--- src/rtl/mult_pkg.sv ---
// Shared width and state encoding for the iterative shift-and-add multiplier.
package mult_pkg;

    localparam int MULT_WIDTH = 64;

    typedef enum logic [1:0] {
        M_IDLE,
        M_BUSY,
        M_DONE
    } mult_state_t;

endpackage

--- src/rtl/mult_pp_gen.sv ---
// Partial-product generator: multiplicand gated bit-by-bit with the current multiplier bit.
module mult_pp_gen
    import mult_pkg::*;
#(
    parameter int WIDTH = MULT_WIDTH
) (
    input  logic [WIDTH-1:0] mcand,
    input  logic             mbit,
    output logic [WIDTH-1:0] pp
);

    genvar i;
    generate
        for (i = 0; i < WIDTH; i++) begin : g_and
            assign pp[i] = mcand[i] & mbit;
        end
    endgenerate

endmodule

--- src/rtl/mult_seq_64.sv ---
// Iterative unsigned multiplier: one shift-and-add step per cycle, fixed WIDTH-step latency,
// valid/ready on both sides. Product registers hold the last result until the next one lands.
module mult_seq_64
    import mult_pkg::*;
#(
    parameter int WIDTH = MULT_WIDTH
) (
    input  logic             clk,
    input  logic             reset,
    input  logic             flush,
    input  logic             in_valid,
    output logic             in_ready,
    input  logic [WIDTH-1:0] A,
    input  logic [WIDTH-1:0] B,
    output logic             out_valid,
    input  logic             out_ready,
    output logic [WIDTH-1:0] prod_lo,
    output logic [WIDTH-1:0] prod_hi
);

    localparam int CW = $clog2(WIDTH) + 1;
    localparam logic [CW-1:0] STEPS = CW'(WIDTH);

    mult_state_t state, state_next;

    logic [WIDTH-1:0]   mcand;
    logic [2*WIDTH-1:0] acc;
    logic [CW-1:0]      count;

    logic [WIDTH-1:0]   pp;
    logic [WIDTH:0]     sum_c;
    logic [2*WIDTH-1:0] acc_step;

    logic load;
    logic step;
    logic finish;

    mult_pp_gen #(.WIDTH(WIDTH)) u_pp_gen (
        .mcand (mcand),
        .mbit  (acc[0]),
        .pp    (pp)
    );

    // The carry out of the upper-half add becomes the new MSB, so all-ones operands fit.
    assign sum_c    = {1'b0, acc[2*WIDTH-1:WIDTH]} + {1'b0, pp};
    assign acc_step = {sum_c, acc[WIDTH-1:1]};

    always_ff @(posedge clk) begin
        if (reset) begin
            state <= M_IDLE;
        end else begin
            state <= state_next;
        end
    end

    always_comb begin
        state_next = state;
        in_ready   = 1'b0;
        out_valid  = 1'b0;
        load       = 1'b0;
        step       = 1'b0;
        finish     = 1'b0;
        case (state)
            M_IDLE: begin
                in_ready = 1'b1;
                if (in_valid && !flush) begin
                    load       = 1'b1;
                    state_next = M_BUSY;
                end
            end
            M_BUSY: begin
                if (flush) begin
                    state_next = M_IDLE;
                end else if (count == STEPS) begin
                    finish     = 1'b1;
                    state_next = M_DONE;
                end else begin
                    step = 1'b1;
                end
            end
            M_DONE: begin
                out_valid = 1'b1;
                if (flush || out_ready) begin
                    state_next = M_IDLE;
                end
            end
            default: state_next = M_IDLE;
        endcase
    end

    always_ff @(posedge clk) begin
        if (reset) begin
            mcand   <= '0;
            acc     <= '0;
            count   <= '0;
            prod_lo <= '0;
            prod_hi <= '0;
        end else begin
            if (load) begin
                mcand <= A;
                acc   <= {{WIDTH{1'b0}}, B};
                count <= '0;
            end
            if (step) begin
                acc   <= acc_step;
                count <= count + CW'(1);
            end
            if (finish) begin
                prod_lo <= acc[WIDTH-1:0];
                prod_hi <= acc[2*WIDTH-1:WIDTH];
            end
        end
    end

endmodule

--- config.mk ---
export PLATFORM = sky130hd
export DESIGN_NAME = mult_seq_64
export DESIGN_NICKNAME = d
export VERILOG_FILES = /design/src/rtl/mult_pkg.sv /design/src/rtl/mult_pp_gen.sv /design/src/rtl/mult_seq_64.sv
export SDC_FILE = /design/constraint.sdc
export NUM_CORES = 1
export LEC_CHECK = 0
export ABC_CLOCK_PERIOD_IN_PS = 8500
export BUFFER_PORTS_ARGS = -buffer_cell sky130_fd_sc_hd__buf_2
export CAP_MARGIN = 20
export CELL_PAD_IN_SITES_DETAIL_PLACEMENT = 2
export CELL_PAD_IN_SITES_GLOBAL_PLACEMENT = 2
export CORE_ASPECT_RATIO = 1.4
export CORE_MARGIN = 5
export CORE_UTILIZATION = 35
export DETAILED_ROUTE_END_ITERATION = 7
export PLACE_DENSITY_LB_ADDON = 0.15
export SKIP_LAST_GASP = 1
export SLEW_MARGIN = 20
export SYNTH_ARGS = -nofsm -noshare
export SYNTH_HDL_FRONTEND = slang
export SYNTH_SLANG_ARGS = --single-unit
--- constraint.sdc ---
create_clock -name clk -period 8.5 [get_ports clk]
set_clock_uncertainty 0.2 [all_clocks]
set_input_delay 0.85 -clock clk [delete_from_list [all_inputs] [get_ports clk]]
set_output_delay 0.85 -clock clk [all_outputs]
set_load 0.01 [all_outputs]
* Word level (Yosys, flattened, before mapping)
Cells that the tools add are included.
Word-level totals: flip-flop bits (word level) 329, input bits 133, output and inout port bits 130, logic and storage cells 103
Cells by class: add/subtract/negate cells 2, eq/ne operators 6, mux-type cells 19, bitwise logic cells 64, reduce and logical (&&, ||, !) cells 6
Operator list (count):
- $mux 128 | 2
- $add 64x64->65 | 1
- $and 1x1->1 | 64
- $mux 7 | 2
- $mux 1 | 10
- $mux 2 | 4
- $add 7x1->7 const B | 1
- $eq 7x7->1 const B | 1
- $pmux 2 s3 | 1
- $ne 2x2->1 const B | 2
- $ne 3x3->1 const B | 1
- $reduce_and 3->1 | 1
- $eq 2x1->1 const B | 1
- $eq 2x2->1 const B | 1
- $logic_not 2->1 | 1
- $reduce_bool 2->1 | 1
- $logic_and 1x1->1 | 1
- $logic_not 1->1 | 1
- $logic_or 1x1->1 | 1

* Logic depth before layout (Yosys ltp)
Gate-level depths: netlist of run 1.
word-level depth 6, gate-level depth with buffers 15, gate-level depth less buffers 14

* Cells and area by module
A second synthesis of run 1 with hierarchy kept.
Unflattened totals: cell total of the unflattened synthesis 2114, area total of the unflattened synthesis 15976.6 um^2
Modules (own cells, without submodules):
- mult_seq_64 | instances 1, cells each 2044, area each 15466.1 um^2, sequential area each 6586.3 um^2
- mult_pp_gen | instances 1, cells each 70, area each 510.5 um^2, sequential area each 0.0 um^2

* Worst setup path before layout of run 1
Ideal clock, no wire load.
kind reg-to-reg, start register acc[0], end register acc[117], library setup time 0.069 ns, arrival time 3.225 ns, data required time 8.231 ns, slack 5.006 ns, stages on the path, launching flop included 16, path buffers 1, period minus slack after synthesis 3.494 ns, cell sequence dfxtp_1 clkbuf_1 and2_1 ha_1 inv_1 fa_1 nor2b_1 o211ai_1 a21o_1 a21oi_1 a311oi_2 o211a_1 o41ai_4 a31oi_1 xor2_1 o21ai_1
On the way: word-level cells in the longest chain between the ends 3, elaborated cells between the ends (all ways) 57, classes of those cells add/sub: 1; mux: 1; bitwise: 55
Ends and longest elaborated chain:
- start: declaration | RTL line mult_seq_64.sv:27 | logic [2*WIDTH-1:0] acc;
- start signal: assignment | RTL line mult_seq_64.sv:101 | acc <= {{WIDTH{1'b0}}, B};
- start signal: assignment | RTL line mult_seq_64.sv:105 | acc <= acc_step;
- $and 1x1->1 | RTL line mult_pp_gen.sv:15 | assign pp[i] = mcand[i] & mbit;
- $add 64x64->65 (*) | RTL line mult_seq_64.sv:45 | assign sum_c = {1'b0, acc[2*WIDTH-1:WIDTH]} + {1'b0, pp};
- $mux 128 (*) | RTL line mult_seq_64.sv:104 | if (step) begin
Mark *: on every way between the ends. The rest lies on a longest branch, timed or not. A chain may end at the register's enable or synchronous reset.

* Worst setup path in the final report of run 1
start register acc[0], end register acc[126]
Same word-level chain as after synthesis.

==> run_results.csv, run 1 <==
group,metric,value,unit
synthesis,syn_area,15900,µm²
synthesis,synth-main-ff-cell,"dfxtp_1",
clock_tree,post_cts_buffers,0,
synthesis,synth_xor_area_share,3.09,%
sta,rsz0062_at_grt,"no",
setup_path,r2r-end,"acc[126]$_SDFFE_PP0P_",
synthesis,syn-num-nets,2317,
power_and_ir_drop,p_per_area,186,nW/µm²
global_route,grt.total_usage,21.9,%
clock_tree,clockRootBuffer,"clkbuf_16",
power_and_ir_drop,switching_share,23.6,%
synthesis,synth_top_family_by_area,"simple AND/OR/NAND/NOR gates",
routing,viasPerCell,5.32,
sta,slew-limit-headroom,27.1,%
routing,via_count,15544,
synthesis,synthTopCellsByCount,"nand2_1 (630), dfxtp_1 (329), a21oi_1 (312), clkbuf_1 (123), nor2_1 (118)",
sta,post-route-period-util,51.0,%
clock_tree,clk_path_buf_depth,3,
setup_path,arrival,4.59,ns
setup_path,r2r_slack,4.17,ns
routing,routed_wl,56500,µm
run_status,status,"finished clean",
place,gp_congestion,0.876,
die,start_util,35.3,%
clock_tree,cts_hold_buf,0,
clock_tree,insertion_delay,0.54,ns
synthesis,ys.warnings.count,0,
synthesis,syn_inst,2117,
place,placed_area,17500,µm²
finish,fillers,5272,
synthesis,synth_top_area_share,41.4,%
clock_tree,cts_sinks,329,
synthesis,synth-seq-cells,329,
synthesis,synth.distinct_cells,61,
power_and_ir_drop,power_frac_seq,45.8,%
sta,drv_slew,0,
synthesis,ys_top_cells_by_area,"dfxtp_1 (41%), nand2_1 (15%), a21oi_1 (9.8%), ha_1 (5.2%), a311oi_1 (3.6%)",
sta,setup_viol,0,
finish,regArea,6590,µm²
power_and_ir_drop,clkPwrFrac,48.9,%
synthesis,synth_compound_area_share,21.1,%
sta,worstMarginPinSlew,1.09,ns
synthesis,synth-simple-area-share,24.6,%
setup_path,cp_max_fo,66,
synthesis,synth_edf_count,0,
setup_path,crit_type,"reg -> reg",
routing,drt.antenna.violating_nets,0,
routing,firstDrtPassIters,4,
setup_path,start_kind,"flip-flop",
clock_tree,htree_levels,2,
synthesis,yosysMostFrequentCell,"nand2_1",
clock_tree,cts_buffers,37,
synthesis,synth_top_area_cell,"dfxtp_1",
place,port-buffer-count,262,
synthesis,synth_area_per_cell,7.51,µm²
die,io_pins,263,
synthesis,ys_seq_area_share,41.4,%
clock_tree,cts_resized,0,
sta,period_minus_slack,4.33,ns
setup_path,worstSetupStartpoint,"acc[0]$_SDFFE_PP0P_",
power_and_ir_drop,power_leakage,0.00762,µW
worst_hold_path,worstHoldPathType,"reg -> reg",
power_and_ir_drop,p_int,2680,µW
die,die_w,190,µm
sta,final-hold-violation-count,0,
setup_path,r2r_cells,14,
die,rows,92,
clock_tree,cts_tree,"yes",
setup_path,worstPathRequired,8.76,ns
place,dp_hpwl,40400,µm
global_route,grt_pass1_vias,17209,
global_route,antenna_found_initial,1,
finish,multi_input_area,8670,µm²
flow_run,maxCapViolCount,0,
die,die_h,262,µm
sta,tns,0,ns
finish,layout-drive-gt1-share,15.4,%
finish,areaGrowthSynthToFinish,18.5,%
synthesis,yosys.area_share.adder,5.32,%
setup_path,cp-end-kind,"flip-flop",
sta,timing.fmax,231,MHz
power_and_ir_drop,power.combinational.fraction,5.3,%
power_and_ir_drop,power_switching,827,µW
finish,utilization,41.8,%
synthesis,synthArstFlopShare,0,%
routing,drt_iter0_drc,514,
finish,nNetsFinal,2484,
global_route,overflow,0,
die,core_area,45000,µm²
die,dieArea,49800,µm²
routing,wire_per_inst,19.3,µm
global_route,grt_pass1_wl,90200,µm
power_and_ir_drop,irDropWorstVdd,0.000130,V
finish,fin_area,18800,µm²
clock_tree,clk_pin_slew,0.06,ns
setup_path,worstReg2RegStart,"acc[0]$_SDFFE_PP0P_",
global_route,grt_max_degree,108,
setup_path,worstSetupEndpoint,"acc[126]$_SDFFE_PP0P_",
routing,drc,0,
synthesis,muxShareOfSynthArea,0.252,%
-- flip-flops by register name, summed over array words and instances, names as in the netlist --
register  cells
prod_lo      64
prod_hi      64
count         7
acc         128
state         2
mcand        64
-- per-stage QoR --
step / instances / power (µW) / hold slack, ns / setup slack (ns)
2_1_floorplan: 2117 / 1740 / 0.227 / 5.01
3_3_place_gp: 2856 / 1820 / 0.239 / 4.33
3_5_place_dp: 2856 / 1830 / 0.246 / 4.14
4_1_cts: 2921 / 3560 / 0.254 / 4.09
5_1_grt: 2921 / 3640 / 0.273 / 3.68
6_report: 2922 / 3500 / 0.253 / 4.17
-- power groups by stage --
stage / clock network, µW / logic [µW] / registers, µW
after global placement: 0 / 182 / 1640
after detailed placement: 0 / 189 / 1640
final: 1710 / 186 / 1610
after floorplan: 0 / 115 / 1630
after CTS: 1760 / 191 / 1610
after global routing: 1820 / 208 / 1610
-- cell families after synthesis --
group / after synthesis
AO/OA/AOI/OAI: 560
XOR/XNOR: 56
adder cells (fa/ha/maj): 67
buffers and inverters: 171
flip-flops: 329
multiplexers: 4
AND/OR/NAND/NOR: 930
-- metal layers --
layer  up-vias  track usage, %  share of wire [%]
met5         -               0              0.023
met4         2            7.26                3.4
met3       102            2.76                3.4
met2       273            41.6                 52
met1      7635            25.3                 41
li1       7532               -                  -
-- critical path: stages (launching register included) --
cell,delay [ns]
dfxtp_1,0.31
buf_4,0.48
nand2_1,0.20
inv_1,0.10
ha_1,0.24
a211oi_1,0.34
o21ai_0,0.24
o211ai_1,0.30
a21oi_1,0.21
nor3_1,0.40
o41ai_2,0.14
a31oi_1,0.49
o211ai_2,0.22
o21a_1,0.21
o211ai_1,0.15
-- worst min path at each step --
stage,to,startpoint,cells past startpoint
after global placement,prod_lo[38]$_SDFFE_PP0P_,prod_lo[38]$_SDFFE_PP0P_,2
final,prod_hi[20]$_SDFFE_PP0P_,prod_hi[20]$_SDFFE_PP0P_,2
after global routing,prod_hi[22]$_SDFFE_PP0P_,prod_hi[22]$_SDFFE_PP0P_,2
after CTS,prod_lo[44]$_SDFFE_PP0P_,prod_lo[44]$_SDFFE_PP0P_,2
after detailed placement,prod_hi[20]$_SDFFE_PP0P_,prod_hi[20]$_SDFFE_PP0P_,2
after floorplan,count[6]$_SDFFE_PP0P_,count[6]$_SDFFE_PP0P_,1
-- area by class of cell --
type / count / area share (%)
clock inverter: 11 / 0.924
clock buffer: 54 / 5.95
antenna: 1 / 0.0133
sequential: 329 / 35.0
multi-input combinational: 1617 / 46.0
timing repair buffer: 277 / 7.61
inverter: 22 / 0.439
tap: 611 / 4.06
-- placed cells by master, fill, tap and decap left out, drive strengths merged, types with 9 or more instances in the layout --
cell type	netlist	routed
o21ai	81	81
xnor2	39	39
buf	25	277
a311oi	66	66
a21oi	312	312
nand4	19	19
and3	10	10
dfxtp	329	329
nand2	631	631
nor3	11	11
and2	64	64
o211ai	9	9
clkbuf	124	54
nand3	38	38
inv	22	22
ha	66	66
xor2	17	17
a31oi	12	12
nor2	119	119
a21o	31	31
o21bai	12	12
No activity file was read; power rests on OpenSTA's default activity.
==> run 2, diff against run 1 <==
ABC_CLOCK_PERIOD_IN_PS = 3840   (was 8500)
CORE_UTILIZATION = 29   (was 35)
clock period = 3.84 ns   (was 8.5 ns; I/O delays follow)
==> run 2 against run 1 <==
Compared with the run above:
- count of clock-buffer cells in the layout is 5 lower
- core utilization down 3.8 points
- maximum frequency up 21%
- combinational power grew to 2.9 times the previous value
- global-route usage down 1.5 points
- wire length is 11% higher
- setup slack worse by 3.9 ns
- power grew 130%
- largest cell class unchanged
==> run_results.csv, run 2 (synthesis gave the netlist of run 1 again) <==
group,metric,value,unit
power_and_ir_drop,p_per_area,387,nW/µm²
global_route,overflow,0,
sta,drv_slew,0,
routing,drt.antenna.violating_nets,0,
clock_tree,cts_sinks,329,
finish,layout-drive-gt1-share,16.2,%
die,die_h,287,µm
global_route,antenna_found_initial,2,
place,dp_hpwl,42900,µm
die,dieArea,59700,µm²
place,gp_congestion,0.856,
place,placedCellCount,2988,
sta,rsz0062_at_grt,"no",
power_and_ir_drop,power_leakage,0.00841,µW
routing,via_count,16186,
die,io_pins,263,
finish,final_common_cell,"nand2_1",
die,core_area,54300,µm²
clock_tree,clockRootBuffer,"clkbuf_16",
die,start_util,29.3,%
routing,drt_iter0_drc,524,
setup_path,arrival,3.80,ns
sta,post-route-period-util,93.1,%
place,port-buffer-count,262,
flow_run,maxCapViolCount,0,
routing,firstDrtPassIters,4,
setup_path,max_stage_delay,0.44,ns
routing,wire_per_inst,19.6,µm
global_route,grt_pass1_vias,17954,
setup_path,crit_type,"reg -> reg",
finish,fillers,6285,
setup_path,critPathBufInv,2,
clock_tree,cts_tree,"yes",
routing,drc,0,
clock_tree,htree_levels,2,
finish,mostFrequentLayoutCells,"nand2_1 (630), dfxtp_1 (328), a21oi_1 (310)",
worst_hold_path,worstHoldPathType,"in -> reg",
sta,setup_slack,0.264,ns
die,die_w,208,µm
setup_path,cp_cell_sequence,"and2_1 -> ha_1 -> inv_1 -> fa_1 -> nor2b_2 -> o211ai_1 -> a21o_1 -> a21oi_2 -> a311oi_2 -> o211a_1 -> o41ai_4 -> buf_4 -> a31oi_2 -> xor2_1 -> o21ai_1",
setup_path,start_kind,"flip-flop",
sta,timing.fmax,280,MHz
sta,hold_slack,0.0431,ns
run_status,status,"finished clean",
global_route,grt_max_degree,163,
power_and_ir_drop,finalPower,8000,µW
global_route,grt.total_usage,20.4,%
setup_path,crit_slowest_cell,"fa_1",
routing,routed_wl,62500,µm
clock_tree,cts_buffers,39,
setup_path,cp_max_fo,5,
setup_path,cp_top_family,"compound AO/OA/AOI/OAI gates",
sta,slew-limit-headroom,30.7,%
finish,regMostFlops,"acc",
setup_path,worstPathRequired,4.07,ns
finish,largest_reg_flops,128,
finish,layout.cells.non_filler,3192,
routing,viasPerCell,5.07,
sta,setup_viol,0,
setup_path,cp-end-kind,"flip-flop",
clock_tree,insertion_delay,0.56,ns
sta,final-hold-violation-count,0,
die,rows,101,
finish,nNetsFinal,2639,
clock_tree,clk_pin_slew,0.06,ns
place,dpl_worst_slack,-0.205,ns
finish,areaGrowthSynthToFinish,30.1,%
sta,worstMarginPinSlew,1.04,ns
sta,period_minus_slack,3.58,ns
global_route,grt_pass1_wl,100000,µm
clock_tree,clk_path_buf_depth,3,
power_and_ir_drop,irDropWorstVdd,0.000310,V
## run 2: cell types whose count changed in the layout (fill, tap and decap cells not counted), moves of 3 or more
| cell | delta |
|---|---|
| buf_12 | +9 |
| clkinv_4 | +3 |
| clkinv_2 | +9 |
| clkbuf_8 | -5 |
| a31oi_1 | -3 |
| dlygate4sd3_1 | +129 |
| buf_4 | +14 |
## run 2: layer usage
layer / part of all wire [%] / global-route usage, %
met1: 43 / 24.2
met2: 52 / 38.8
met3: 2.7 / 2.62
met4: 2.0 / 5.06
met5: 0 / 0
## run 2: what timing repair did
item | 4_1_cts | 5_1_grt
buffers inserted | 0 | 2
endpoints found under the setup margin | 7 | 20
hold buffers | 129 | 0
pin swaps | 1 | 5
endpoints found under the hold margin | 128 | 0
gates resized for setup | 2 | 15
gates cloned | 0 | 0
## run 2: stage by stage
step | area (µm²) | setup TNS (ns) | util [%]
floorplan | 15900 | 0 | -
global placement | 17900 | -0.529 | 33.0
detailed placement | 17900 | -0.718 | 33.0
CTS | 20600 | 0 | 37.9
global route | 20700 | 0 | 38.1
finish | 20700 | 0 | 38.1
## run 2: path summary, 6_finish.rpt
path	from	slack, ns	end	cells after the start
setup / recovery	acc[0]$_SDFFE_PP0P_	0.26	acc[117]$_SDFFE_PP0P_	15
hold / removal	B[0]	0.04	acc[0]$_SDFFE_PP0P_	3
setup reg to reg	acc[0]$_SDFFE_PP0P_	0.26	acc[117]$_SDFFE_PP0P_	15
hold reg to reg	prod_hi[6]$_SDFFE_PP0P_	0.25	prod_hi[6]$_SDFFE_PP0P_	2
## run 2: layout make-up
class	instances	area, µm²	share of cell area (%)
diodes	1	2.50	0.0121
clock buffers	49	1090	5.29
clock inverters	23	248	1.20
inverters	22	82.6	0.399
multi-input cells	1617	8740	42.3
flip-flops and latches	329	6590	31.9
well taps	721	902	4.36
repair buffers	430	3020	14.6
## run 2: worst min-delay path, stage by stage
cell and delay [ns]:
buf_2 0.10, nand2_1 0.05, a311oi_1 0.18
## run 2: report_power, final
| group | internal, µW | leakage [µW] | switching (µW) |
|---|---|---|---|
| registers | 3490 | 0.00267 | 59.4 |
| clock network | 2310 | 0.000672 | 1590 |
| logic | 235 | 0.00507 | 308 |
